**src/rtl/tree_pkg.sv**
```systemverilog
// Shared definitions for the selection tree and its drain stage.
package tree_pkg;

  localparam int LEN_DEF   = 16;
  localparam int NUM_DEF   = 4096;
  localparam int DEPTH_DEF = 4;

  typedef struct packed {
    logic [LEN_DEF-2:0] payload;
    logic               hit;
  } entry_t;

  function automatic int tree_lat(input int num);
    return $clog2(num);
  endfunction

endpackage

```
**src/rtl/tree_result_fifo.sv**
```systemverilog
// Result FIFO with a registered head entry; clear empties it in one cycle.
module tree_result_fifo
  import tree_pkg::*;
#(
  parameter  int DEPTH = DEPTH_DEF,
  localparam int AW    = $clog2(DEPTH),
  localparam int CW    = AW + 1
) (
  input  logic          clk,
  input  logic          rst_n,
  input  logic          clear,
  input  logic          push,
  input  entry_t        push_data,
  input  logic          pop,
  output entry_t        head,
  output logic          full,
  output logic          empty,
  output logic [CW-1:0] count
);

  entry_t        mem [DEPTH];
  logic [AW-1:0] wr_ptr;
  logic [AW-1:0] rd_ptr;
  logic [AW-1:0] rd_nxt;
  logic          do_push;
  logic          do_pop;

  assign empty   = (count == '0);
  assign full    = (count == CW'(DEPTH));
  assign do_pop  = pop & ~empty;
  assign do_push = push & (~full | do_pop);
  assign rd_nxt  = rd_ptr + AW'(1);

  always_ff @(posedge clk) begin
    if (do_push && !clear) mem[wr_ptr] <= push_data;
  end

  always_ff @(posedge clk or negedge rst_n) begin
    if (!rst_n) begin
      wr_ptr <= '0;
      rd_ptr <= '0;
      count  <= '0;
    end else if (clear) begin
      wr_ptr <= '0;
      rd_ptr <= '0;
      count  <= '0;
    end else begin
      if (do_push) wr_ptr <= wr_ptr + AW'(1);
      if (do_pop)  rd_ptr <= rd_nxt;
      case ({do_push, do_pop})
        2'b10:   count <= count + CW'(1);
        2'b01:   count <= count - CW'(1);
        default: ;
      endcase
    end
  end

  // Head tracks the entry that will be at rd_ptr after this edge; holds when emptied.
  always_ff @(posedge clk or negedge rst_n) begin
    if (!rst_n) begin
      head <= '0;
    end else if (!clear) begin
      if (do_pop) begin
        if (count > CW'(1)) head <= mem[rd_nxt];
        else if (do_push)   head <= push_data;
      end else if (empty && do_push) begin
        head <= push_data;
      end
    end
  end

endmodule

```
**src/rtl/tree_drain.sv**
```systemverilog
// Drain stage behind the pipelined selection tree: latency-matched tag line,
// result capture into a FIFO, launch credits and hit/miss statistics.
module tree_drain
  import tree_pkg::*;
#(
  parameter int NUM   = NUM_DEF,
  parameter int LEN   = LEN_DEF,
  parameter int LAT   = tree_lat(NUM),
  parameter int DEPTH = DEPTH_DEF,
  parameter int CNT_W = 32
) (
  input  logic             clk,
  input  logic             rst_n,
  input  logic             clear,
  input  logic             launch,
  output logic             launch_ready,
  input  logic [LEN-1:0]   sum,
  output logic             out_valid,
  input  logic             out_ready,
  output logic [LEN-2:0]   out_data,
  output logic             out_hit,
  output logic             overflow,
  output logic [CNT_W-1:0] hit_cnt,
  output logic [CNT_W-1:0] miss_cnt
);

  localparam int CW = $clog2(DEPTH) + 1;

  typedef logic [LAT-1:0] tag_t;

  tag_t          tag;
  logic          capture;
  logic          pop;
  logic          full;
  logic          empty;
  logic [CW-1:0] fifo_count;
  logic [31:0]   credit_used;
  entry_t        cap_entry;
  entry_t        head;

  assign capture           = tag[LAT-1];
  assign pop               = ~empty & out_ready;
  assign cap_entry.payload = sum[LEN-1:1];
  assign cap_entry.hit     = sum[0];

  always_ff @(posedge clk or negedge rst_n) begin
    if (!rst_n)     tag <= '0;
    else if (clear) tag <= '0;
    else            tag <= tag_t'({tag, launch});
  end

  tree_result_fifo #(.DEPTH(DEPTH)) u_fifo (
    .clk       (clk),
    .rst_n     (rst_n),
    .clear     (clear),
    .push      (capture),
    .push_data (cap_entry),
    .pop       (pop),
    .head      (head),
    .full      (full),
    .empty     (empty),
    .count     (fifo_count)
  );

  // Credits count results already buffered plus those still inside the tree.
  assign credit_used  = 32'(fifo_count) + 32'($countones(tag));
  assign launch_ready = (credit_used < 32'(DEPTH));

  always_ff @(posedge clk or negedge rst_n) begin
    if (!rst_n) begin
      overflow <= 1'b0;
      hit_cnt  <= '0;
      miss_cnt <= '0;
    end else if (clear) begin
      overflow <= 1'b0;
      hit_cnt  <= '0;
      miss_cnt <= '0;
    end else if (capture) begin
      if (full && !pop) overflow <= 1'b1;
      if (sum[0]) begin
        if (hit_cnt != '1) hit_cnt <= hit_cnt + CNT_W'(1);
      end else begin
        if (miss_cnt != '1) miss_cnt <= miss_cnt + CNT_W'(1);
      end
    end
  end

  assign out_valid = ~empty;
  assign out_data  = head.payload;
  assign out_hit   = head.hit;

endmodule

```
**config.mk**
```make
export PLATFORM = sky130hd
export DESIGN_NAME = tree_drain
export DESIGN_NICKNAME = d
export VERILOG_FILES = /design/src/rtl/tree_pkg.sv /design/src/rtl/tree_result_fifo.sv /design/src/rtl/tree_drain.sv
export SDC_FILE = /design/constraint.sdc
export NUM_CORES = 1
export LEC_CHECK = 0
export CORE_UTILIZATION = 44
export CTS_CLUSTER_SIZE = 30
export DETAILED_ROUTE_END_ITERATION = 16
export PLACE_DENSITY = 0.62
export SETUP_SLACK_MARGIN = 0.05
export SYNTH_ARGS = -nofsm -noshare
export SYNTH_HDL_FRONTEND = slang
export SYNTH_SLANG_ARGS = --single-unit
```
**constraint.sdc**
```tcl
create_clock -name clk -period 5.8 [get_ports clk]
set_clock_uncertainty 0.15 [all_clocks]
set_input_delay 1.45 -clock clk [delete_from_list [all_inputs] [get_ports clk]]
set_output_delay 1.45 -clock clk [all_outputs]
set_load 0.02 [all_outputs]
```
==> impl_results.md, run 1 <==
- Num CTS Buffers: 17
- Post-route ant nets: 0
- Worst EP required: 4.20 ns
- Longest Clk Path Bufs: 2
- DIE AREA: 18600 sq um
- First-pass GRT wire length: ~29000 um
- N_diodes: 0
- Fmax: about 180 MHz
- Cell count after synthesis: 658
- Post-Syn Area: 7960 sq um
- Sequential area share after synthesis: 0.556
- Detail Placement HPWL: 11600 um
- Residual DRC: 0
- Part of the cycle the worst path needs: 0.949
- Initial antenna violation count: 0
- Largest family of logic cells by synthesized area: simple AND/OR/NAND/NOR gates
- Crit-path max FO: 2
- Area delta synth->final: 22.5%
- Origin of the critical flop-to-flop path: u_fifo.count[0]
- Ranking of synthesized cells by area: dfrtp_1 31%, edfxtp_1 24%, mux2_2 5.4%, mux4_2 4.5%, a21oi_1 2.9%
- Max rail drop VDD: between 0.2 and 0.25 mV
- Die Height: 137 um
- Cell count after placement: 964
- Worst-Margin Slew: 1.19 ns
- Worst setup EP type: output pin
- HP Class: reg -> reg
- Simple-Gate Fraction of Synth Area: 0.165
- Synth top area share: 0.314
- Switching part of the total power: 0.278
- Min-Delay Startpoint: u_fifo.head[3]
- Max Cap Violations: 0
- Post-Synth Adder-Cell Area: 0.0459
- Layout Cells excl Fill: approximately 1000
- Mux cell area share after synthesis: 0.101
- Core Region: 17500 sq um
- R2R depth: 8
- Via count: approximately 5600
- Status: complete, no violations
- RSZ-0062 raised after global routing: no
- Detailed Route WL: 17600 um
- Share of cells above drive strength 1: 0.136
- XOR/XNOR Fraction of Synth Area: 0.0242
- Pleak: about 3.6 nW
- Root Buffer: clkbuf_16
- Setup Buffers After CTS: 0
- Clock Latency Late Sink: 0.43 ns
- Critical R2R Capture: u_fifo.head[13]
- Hold path depth: 1
- Post-synth EDFFs: 64
- Comb power frac: 0.194
- CTS Sinks: 164
- Placement Setup Slack: 0.261 ns
- Setup slack after layout: 0.298 ns
- Critical path arrival: about 3.9 ns
- Synth Area in Compound Gates: 0.0804
- Largest net degree at the start of global routing: 72
- Setup TNS: 0 ns
- Initial Util: 0.456
- Vias per cell: 5.63
- Post-synth top flop: dfrtp_1
- Mapped Nets: roughly 700
- #FFs+latches synth: 164
- R2r setup slk: 2.80 ns
- Total GRT Usage: 0.202
- Sw Pwr: 0.000838 W
- Crit path time final: 5.50 ns
- P_int: 0.00218 W
- Worst Hold Endpoint: u_fifo.head[3]
- Synth area leader: dfrtp_1
- Fin. max-slew vios: 0
- Async SR Flop Fraction: 0.610
- Netlist cell types: 58
- Final Hold Viols: 0
- Chip width: 137 um
- Seq pwr share: 0.447
- CTS tree: done
- FP Rows: 48
- Hold Buf Count CTS: 0
- Power density cells: 309 nW/um^2
- Avg Inst Size Synth: 12.1 sq um
- Placer Congestion: 0.802
- Detailed router's first-iteration violation count: 274
- Htree depth: 4
- Total number of yosys warnings: 0
- Post-CTS Resized: 1
- DR pass1 iterations: 4
- I/O pin total: 104
- Relative slew slack: 0.205
- Crit Path Class: reg -> out
- I/O Buffers: 103
- GRT Residual Overflow: 0
- Fin nets: 804
- DR WL/cell: 17.7 um
- Final setup fails: 0
- Worst Setup Start Kind: register
- Worst-path clk slew: 0.07 ns
- Vias in the first global route: between 5000 and 6000
- Clock Power Share: 0.359
## cells in the final DEF (no fill, tap or decap), drive strengths merged, types with 6 or more instances in the layout
master / synthesis / layout
dfrtp: 100 / 100
clkdlybuf4s50: 0 / 100
edfxtp: 64 / 64
nor2: 48 / 48
a21oi: 47 / 47
mux2: 38 / 38
nand2: 34 / 34
inv: 29 / 34
or3: 24 / 24
nand3: 24 / 24
o21ai: 23 / 23
clkbuf: 17 / 19
nor2b: 18 / 18
xnor2: 18 / 18
ha: 18 / 18
or4: 18 / 18
nand4: 18 / 18
mux4: 16 / 16
o31ai: 13 / 13
nor3: 10 / 10
and4: 7 / 7
a211oi: 7 / 7
fa: 7 / 7
nor4: 7 / 7
and2: 6 / 6
buf: 9 / 6
## Yosys cell counts (6+ instances only)
| master | number |
|---|---|
| and4_1 | 7 |
| mux2_2 | 38 |
| clkbuf_1 | 17 |
| dfrtp_1 | 100 |
| nor3_1 | 9 |
| nand2_1 | 34 |
| and2_1 | 6 |
| o31ai_1 | 13 |
| a211oi_1 | 7 |
| nor2_1 | 48 |
| or4_1 | 17 |
| xnor2_1 | 18 |
| or3_1 | 24 |
| nand4_1 | 16 |
| inv_1 | 29 |
| fa_1 | 7 |
| nand3_1 | 23 |
| edfxtp_1 | 64 |
| buf_2 | 7 |
| o21ai_0 | 23 |
| nor2b_1 | 18 |
| ha_1 | 18 |
| a21oi_1 | 46 |
| mux4_2 | 16 |
## per-stage QoR
stage | power, W | util | hold WS, ns | instance area, sq um
4_1_cts | 0.00305 | 0.558 | 0.358 | 9750
3_3_place_gp | 0.00195 | 0.526 | 0.338 | 9190
5_1_grt | 0.00316 | 0.558 | 0.376 | 9750
3_5_place_dp | 0.00197 | 0.526 | 0.343 | 9190
6_report | 0.00302 | 0.558 | 0.354 | 9750
2_1_floorplan | 0.00172 | - | 0.313 | 7960
## area by class of cell
type | instances | area [sq um]
Clock buffer | 18 | 439
Clock inverter | 14 | 124
Fill cell | 1467 | 7720
Inverter | 29 | 109
Multi-Input combinational cell | 439 | 3330
Sequential cell | 164 | 4420
Tap cell | 225 | 282
Timing Repair Buffer | 107 | 1050
## critical path, stage by stage (launching register included)
cell       delay, ns
dfrtp_1         0.39
fa_1            0.54
inv_1           0.05
fa_1            0.52
fa_1            0.43
fa_1            0.48
inv_1           0.04
ha_1            0.26
a21o_1          0.18
a2111oi_1       0.36
clkbuf_2        0.24
## power groups by stage
stage / clock [W] / combinational, W / sequential (W)
5_1_grt: 0.00115 / 0.000645 / 0.00136
6_report: 0.00108 / 0.000587 / 0.00135
2_1_floorplan: 0 / 0.000324 / 0.00140
3_5_place_dp: 0 / 0.000597 / 0.00138
3_3_place_gp: 0 / 0.000580 / 0.00137
4_1_cts: 0.00110 / 0.000597 / 0.00135
## kinds of logic (layout without fill, tap and decap cells)
| kind of cell | after synthesis | after routing |
|---|---|---|
| and+or+nand+nor | 229 | 229 |
| adders and majority gates | 25 | 25 |
| xor gates and xnor gates | 22 | 22 |
| AOI/OAI and AO/OA | 107 | 107 |
| buffers and inverters | 55 | 168 |
| DFF | 164 | 164 |
| muxes | 56 | 56 |
## worst max-delay path by stage
stage,from,endpoint,slack [ns]
after floorplan,tag[0],launch_ready,0.24
after global placement,tag[0],launch_ready,0.27
after detailed placement,tag[0],launch_ready,0.26
after CTS,tag[0],launch_ready,0.12
after global routing,tag[0],launch_ready,0.07
final,tag[0],launch_ready,0.30
## layer usage
metal / vias up / wire, um / global-route usage
met5: - / 0 / 0
met2: 119 / 8750 / 0.337
met1: 2821 / 7980 / 0.261
met4: 0 / 209 / 0.0691
met3: 16 / 699 / 0.0433
li1: 2647 / - / -
## state kept, by name (all words and copies together), names as in the netlist
| register | cells |
|---|---|
| u_fifo.mem | 64 |
| hit_cnt | 32 |
| miss_cnt | 32 |
| u_fifo.head | 16 |
| tag | 12 |
| u_fifo.count | 3 |
| u_fifo.rd_ptr | 2 |
| u_fifo.wr_ptr | 2 |
| overflow | 1 |
No activity file was read; power rests on OpenSTA's default activity.
==> run 2: changes to the inputs <==
- PLACE_DENSITY: 0.62 -> 0.74
==> impl_results.md, run 2 (synthesis results as in run 1) <==
- Status: complete, no violations
- Placer Congestion: 0.826 (+3.0%)
- Total GRT Usage: 0.194 (-0.00881)
- Crit path to: launch_ready
- Residual DRC: 0 (unchanged)
- P_int: 0.00231 W (+6.2%)
- R2R depth: 8 (unchanged)
- Sw Pwr: 0.000831 W (-0.90%)
- Max rail drop VDD: 0.276 mV (+24%)
- Fin. max-slew vios: 0 (unchanged)
- Post-CTS Resized: 4 (+3)
- WP buf/inv: 3 (unchanged)
- Fillers: 1386 (-5.5%)
- Critical path's largest stage delay: 0.53 ns (about the same)
- DIE AREA: 18600 sq um (unchanged)
- Initial Util: 0.456 (unchanged)
- Part of the cycle the worst path needs: 0.949 (about the same)
- Vias in the first global route: 5558 (-0.45%)
- Largest Register: u_fifo.mem
- Most frequent cells in the layout: 100 x dfrtp_1, 100 x clkdlybuf4s50_1, 64 x edfxtp_1
- Layout Cells excl Fill: 995 (-0.10%)
- Worst-Margin Slew: 1.18 ns (-0.0154 ns)
- Crit Path Class: reg -> out
- Fin nets: 804 (unchanged)
- CTS tree: done
- Hold Buf Count CTS: 0 (unchanged)
- Comb power frac: 0.188 (-0.006)
- I/O pin total: 104 (unchanged)
- Origin of the critical flop-to-flop path: u_fifo.count[0]
- Switching part of the total power: 0.264 (-0.0136)
- RSZ-0062 raised after global routing: no
- Relative slew slack: 0.216 (+0.0103)
- DR pass1 iterations: 4 (unchanged)
- Worst setup EP type: output pin
- Max Cap Violations: 0 (unchanged)
- Critical R2R Capture: u_fifo.head[2]
- Clock Latency Late Sink: 0.42 ns (about the same)
- HP Class: reg -> reg
- R2r setup slk: 2.79 ns (about the same)
- Most frequent CP cell: fa_1
- Number of flip-flops in the largest register: 64 (unchanged)
- Setup TNS: 0 ns (unchanged)
- Area delta synth->final: 23.3%
- Worst Setup Start Kind: register
- Initial antenna violation count: 0 (unchanged)
- Via count: 5698 (+1.7%)
- Final setup fails: 0 (unchanged)
- Pleak: 3.66 nW (+0.81%)
- Num CTS Buffers: 17 (unchanged)
- Core Region: 17500 sq um (unchanged)
- Largest net degree at the start of global routing: 67 (-6.9%)
- Post-route ant nets: 0 (unchanged)
- DR WL/cell: 17.3 um (-2.4%)
- N_diodes: 0 (unchanged)
- Crit-path max FO: 2 (unchanged)
- First-pass GRT wire length: 27700 um (-3.6%)
- Cell count after placement: 964 (unchanged)
- Critical path arrival: 3.90 ns (about the same)
- Detailed router's first-iteration violation count: 325 (+19%)
- Chip width: 137 um (unchanged)
- Final Hold Viols: 0 (unchanged)
- Clock Power Share: 0.383 (+0.024)
- GRT Residual Overflow: 0 (unchanged)
- Detailed Route WL: 17200 um (-2.5%)
- Crit path time final: 5.50 ns (+0.00239 ns)
- Critical Path Start: tag[0]
- CP max stage cell: fa_1
- Share of cells above drive strength 1: 0.135 (-0.00112)
- Worst path depth: 10 (unchanged)
- FP Rows: 48 (unchanged)
- Worst EP required: 4.20 ns (about the same)
- Detail Placement HPWL: 11400 um (-2.2%)
- Largest regs: u_fifo.mem x64, hit_cnt x32, miss_cnt x32
- CP Cell Sequence: fa_1 -> inv_1 -> fa_1 -> fa_1 -> fa_1 -> inv_1 -> ha_1 -> a21o_1 -> a2111oi_1 -> buf_2
- Seq pwr share: 0.430 (-0.017)
- Vias per cell: 5.73 (+1.8%)
- Setup Buffers After CTS: 0 (unchanged)
- Power density cells: 320 nW/um^2 (+3.4%)
- Worst path top cell family by delay: adder cells
- CTS Sinks: 164 (unchanged)
- I/O Buffers: 103 (unchanged)
- Htree depth: 4 (unchanged)
- Root Buffer: clkbuf_16
- Die Height: 137 um (unchanged)
- Fmax: 182 MHz (about the same)
- Worst-path clk slew: 0.06 ns (about the same)
- Longest Clk Path Bufs: 2 (unchanged)
## run 2: cell count changes in the layout (fill, tap and decap cells not counted), sizes merged
cell      before  now
bufinv         1    4
clkinvlp       4    3
clkbuf        19   18
buf            6    7
clkinv         4    1
## run 2: power groups by stage
stage	Clock, W	Sequential, W	Combinational, W
6_report	0.00120	0.00135	0.000590
3_3_place_gp	0	0.00137	0.000574
5_1_grt	0.00127	0.00136	0.000647
3_5_place_dp	0	0.00137	0.000595
2_1_floorplan	0	0.00140	0.000324
4_1_cts	0.00123	0.00135	0.000601
## run 2: worst register-to-register path: cells and delay by family, from the launching register on
family,cells,cell delay [ns]
DFF,1,0.43
and+or+nand+nor,1,0.11
muxes,1,0.31
buffers and inverters,2,0.39
AOI/OAI and AO/OA,3,1.18
adders and majority gates,1,0.32
## run 2: cell type report
cell class,count,area [sq um],share of cell area
clock buffers,18,439,0.0447
clock inverters,13,195,0.0199
inverters,29,109,0.0111
multi-input cells,439,3330,0.339
flip-flops and latches,164,4420,0.450
well taps,225,282,0.0287
repair buffers,107,1050,0.107
## run 2: through the flow
stage	utilization	instance area, sq um	setup WS, ns	power [W]	hold slack (ns)
floorplan	-	7960	0.243	0.00172	0.313
global placement	0.526	9190	0.154	0.00194	0.337
detailed placement	0.526	9190	0.123	0.00197	0.343
CTS	0.562	9830	0.0890	0.00318	0.358
global route	0.562	9820	0.114	0.00328	0.388
finish	0.562	9820	0.295	0.00314	0.352
## run 2: routing by layer
layer / wire (um) / global-route usage / vias to the layer above
li1: - / - / 2637
met2: 8430 / 0.314 / 187
met1: 7430 / 0.252 / 2860
met3: 1180 / 0.0619 / 14
met4: 158 / 0.0451 / 0
met5: 0 / 0 / -
## run 2: how the worst min path moves through the flow
stage,slack (ns),start,depth (start not counted),to
after floorplan,0.31,tag[10],2,tag[11]
after global placement,0.34,u_fifo.head[14],1,u_fifo.head[14]
after detailed placement,0.34,u_fifo.head[10],1,u_fifo.head[10]
after CTS,0.36,u_fifo.head[10],1,u_fifo.head[10]
after global routing,0.39,u_fifo.head[7],1,u_fifo.head[7]
final,0.35,u_fifo.head[10],1,u_fifo.head[10]
==> run 3: changes to the inputs <==
--- a/config.mk
+++ b/config.mk
@@ -10,2 +10,3 @@
 export DETAILED_ROUTE_END_ITERATION = 16
+export MAX_ROUTING_LAYER = met4
 export PLACE_DENSITY = 0.74
--- a/constraint.sdc
+++ b/constraint.sdc
@@ -4,2 +4,2 @@
 set_output_delay 1.45 -clock clk [all_outputs]
-set_load 0.02 [all_outputs]
+set_load 0.005 [all_outputs]
==> impl_results.md, run 3 (synthesis results as in run 1) <==
- CP max stage cell: fa_1
- Max rail drop VDD: 0.220 mV (-21%)
- Worst path top cell family by delay: adder cells
- Largest net degree at the start of global routing: 67 (unchanged)
- Critical Path Start: tag[0]
- Worst EP required: 4.20 ns (about the same)
- Clock Latency Late Sink: 0.42 ns (about the same)
- Worst setup EP type: output pin
- Detail Placement HPWL: 11800 um (+4.1%)
- Crit-path max FO: 2 (unchanged)
- Total GRT Usage: 0.215 (+0.0212)
- Share of cells above drive strength 1: 0.132 (-0.00277)
- Min-Delay Startpoint: u_fifo.head[1]
- Detailed router's first-iteration violation count: 307 (-5.5%)
- Fin. max-slew vios: 0 (unchanged)
- Longest Clk Path Bufs: 2 (unchanged)
- R2R depth: 8 (unchanged)
- CTS tree: done
- I/O pin total: 104 (unchanged)
- Final Instance Area: 9860 sq um (+0.38%)
- M2 GR Usage: 0.349 (+0.0347)
- Num CTS Buffers: 17 (unchanged)
- Part of the cycle the worst path needs: 0.965 (+0.0157)
- Crit path time final: 5.60 ns (+0.0909 ns)
- Met1 Use GR: 0.260 (+0.00773)
- FP Rows: 48 (unchanged)
- Initial Util: 0.456 (unchanged)
- Initial antenna violation count: 0 (unchanged)
- DR pass1 iterations: 6 (+2)
- Residual DRC: 0 (unchanged)
- Most frequent cells in the layout: 100 x dfrtp_1, 100 x clkdlybuf4s50_1, 64 x edfxtp_1
- Placer Congestion: 0.826 (unchanged)
- RSZ-0062 raised after global routing: no
- Vias per cell: 5.77 (+0.83%)
- Vias in the first global route: 5846 (+5.2%)
- Crit Path Class: reg -> out
- Detailed Route WL: 18300 um (+6.2%)
- Final Hold Viols: 0 (unchanged)
- DIE AREA: 18600 sq um (unchanged)
- N_diodes: 0 (unchanged)
- CP Cell Sequence: fa_1 -> inv_1 -> fa_1 -> fa_1 -> fa_1 -> inv_1 -> ha_1 -> a21o_1 -> a2111oi_4 -> dlygate4sd2_1
- GRT Max-Usage Layer: met2
- Crit path to: launch_ready
- Htree depth: 4 (unchanged)
- Worst path depth: 10 (unchanged)
- Largest regs: u_fifo.mem x64, hit_cnt x32, miss_cnt x32
- Relative slew slack: 0.217 (+0.00106)
- Pleak: 3.68 nW (+0.61%)
- Largest Register: u_fifo.mem
- DR WL/cell: 18.3 um (+6.1%)
- Die Height: 137 um (unchanged)
- Worst-path clk slew: 0.06 ns (about the same)
- Root Buffer: clkbuf_16
- Origin of the critical flop-to-flop path: u_fifo.count[0]
- Worst-Margin Slew: 1.17 ns (-0.00160 ns)
- Final setup fails: 0 (unchanged)
- WP buf/inv: 3 (unchanged)
- R2r setup slk: 2.78 ns (about the same)
- CTS Sinks: 164 (unchanged)
- Number of flip-flops in the largest register: 64 (unchanged)
- Setup TNS: 0 ns (unchanged)
- Max Cap Violations: 0 (unchanged)
- Worst Setup Start Kind: register
- Post-route ant nets: 0 (unchanged)
- Global Route met3 Usage: 0.0581 (-0.00370)
- Critical R2R Capture: u_fifo.head[11]
- Area delta synth->final: 23.8%
- First-pass GRT wire length: 29600 um (+6.9%)
- Critical path arrival: 4.00 ns (+0.10 ns)
- I/O Buffers: 103 (unchanged)
- Fmax: 179 MHz (-1.6%)
- HP Class: reg -> reg
- Core Region: 17500 sq um (unchanged)
- Critical path's largest stage delay: 0.55 ns (+0.02 ns)
- Status: complete, no violations
- Dpl cell area: 9190 sq um (unchanged)
- Chip width: 137 um (unchanged)
- Power density cells: 316 nW/um^2 (-1.3%)
- Most frequent CP cell: fa_1
- GRT Residual Overflow: 0 (unchanged)
- Fin nets: 804 (unchanged)
- Via count: 5751 (+0.93%)
run 3: power breakdown:
group	internal (W)	switching [W]	leakage, nW
sequential	0.00127	0.0000757	1.94
combinational	0.000308	0.000223	1.42
clock	0.000795	0.000439	0.318
run 3: metal layers:
metal | part of all wire | wire (um)
met4 | 0.0087 | 158
met1 | 0.44 | 8000
met5 | 0 | 0
met2 | 0.49 | 9010
met3 | 0.060 | 1090
run 3: worst min path at each step:
stage / cells past startpoint / endpoint
detailed placement: 1 / u_fifo.head[1]
floorplan: 2 / tag[11]
finish: 1 / u_fifo.head[1]
global placement: 1 / u_fifo.head[14]
global route: 1 / u_fifo.head[1]
CTS: 1 / u_fifo.head[1]
run 3: what timing repair did:
action | CTS | global route
hold endpoints to repair | 0 | 0
setup endpoints to repair | 1 | 1
buffers inserted | 0 | 0
gates resized for setup | 3 | 1
hold buffers | 0 | 0
run 3: cell type report:
class / count / area, sq um
Clock buffer: 22 / 474
Tap cell: 225 / 282
Multi-Input combinational cell: 439 / 3340
Sequential cell: 164 / 4420
Inverter: 29 / 109
Timing Repair Buffer: 107 / 1050
Clock inverter: 10 / 176
Fill cell: 1440 / 7620
run 3: stage by stage:
step | hold WS [ns] | setup WS, ns | std cells | utilization | power (W)
after global placement | 0.337 | 0.261 | 964 | 0.526 | 0.00187
after global routing | 0.378 | 0.0614 | 996 | 0.564 | 0.00325
final | 0.352 | 0.204 | 996 | 0.564 | 0.00311
after CTS | 0.358 | 0.136 | 996 | 0.564 | 0.00314
after floorplan | 0.313 | 0.915 | 658 | - | 0.00165
after detailed placement | 0.345 | 0.148 | 964 | 0.526 | 0.00190
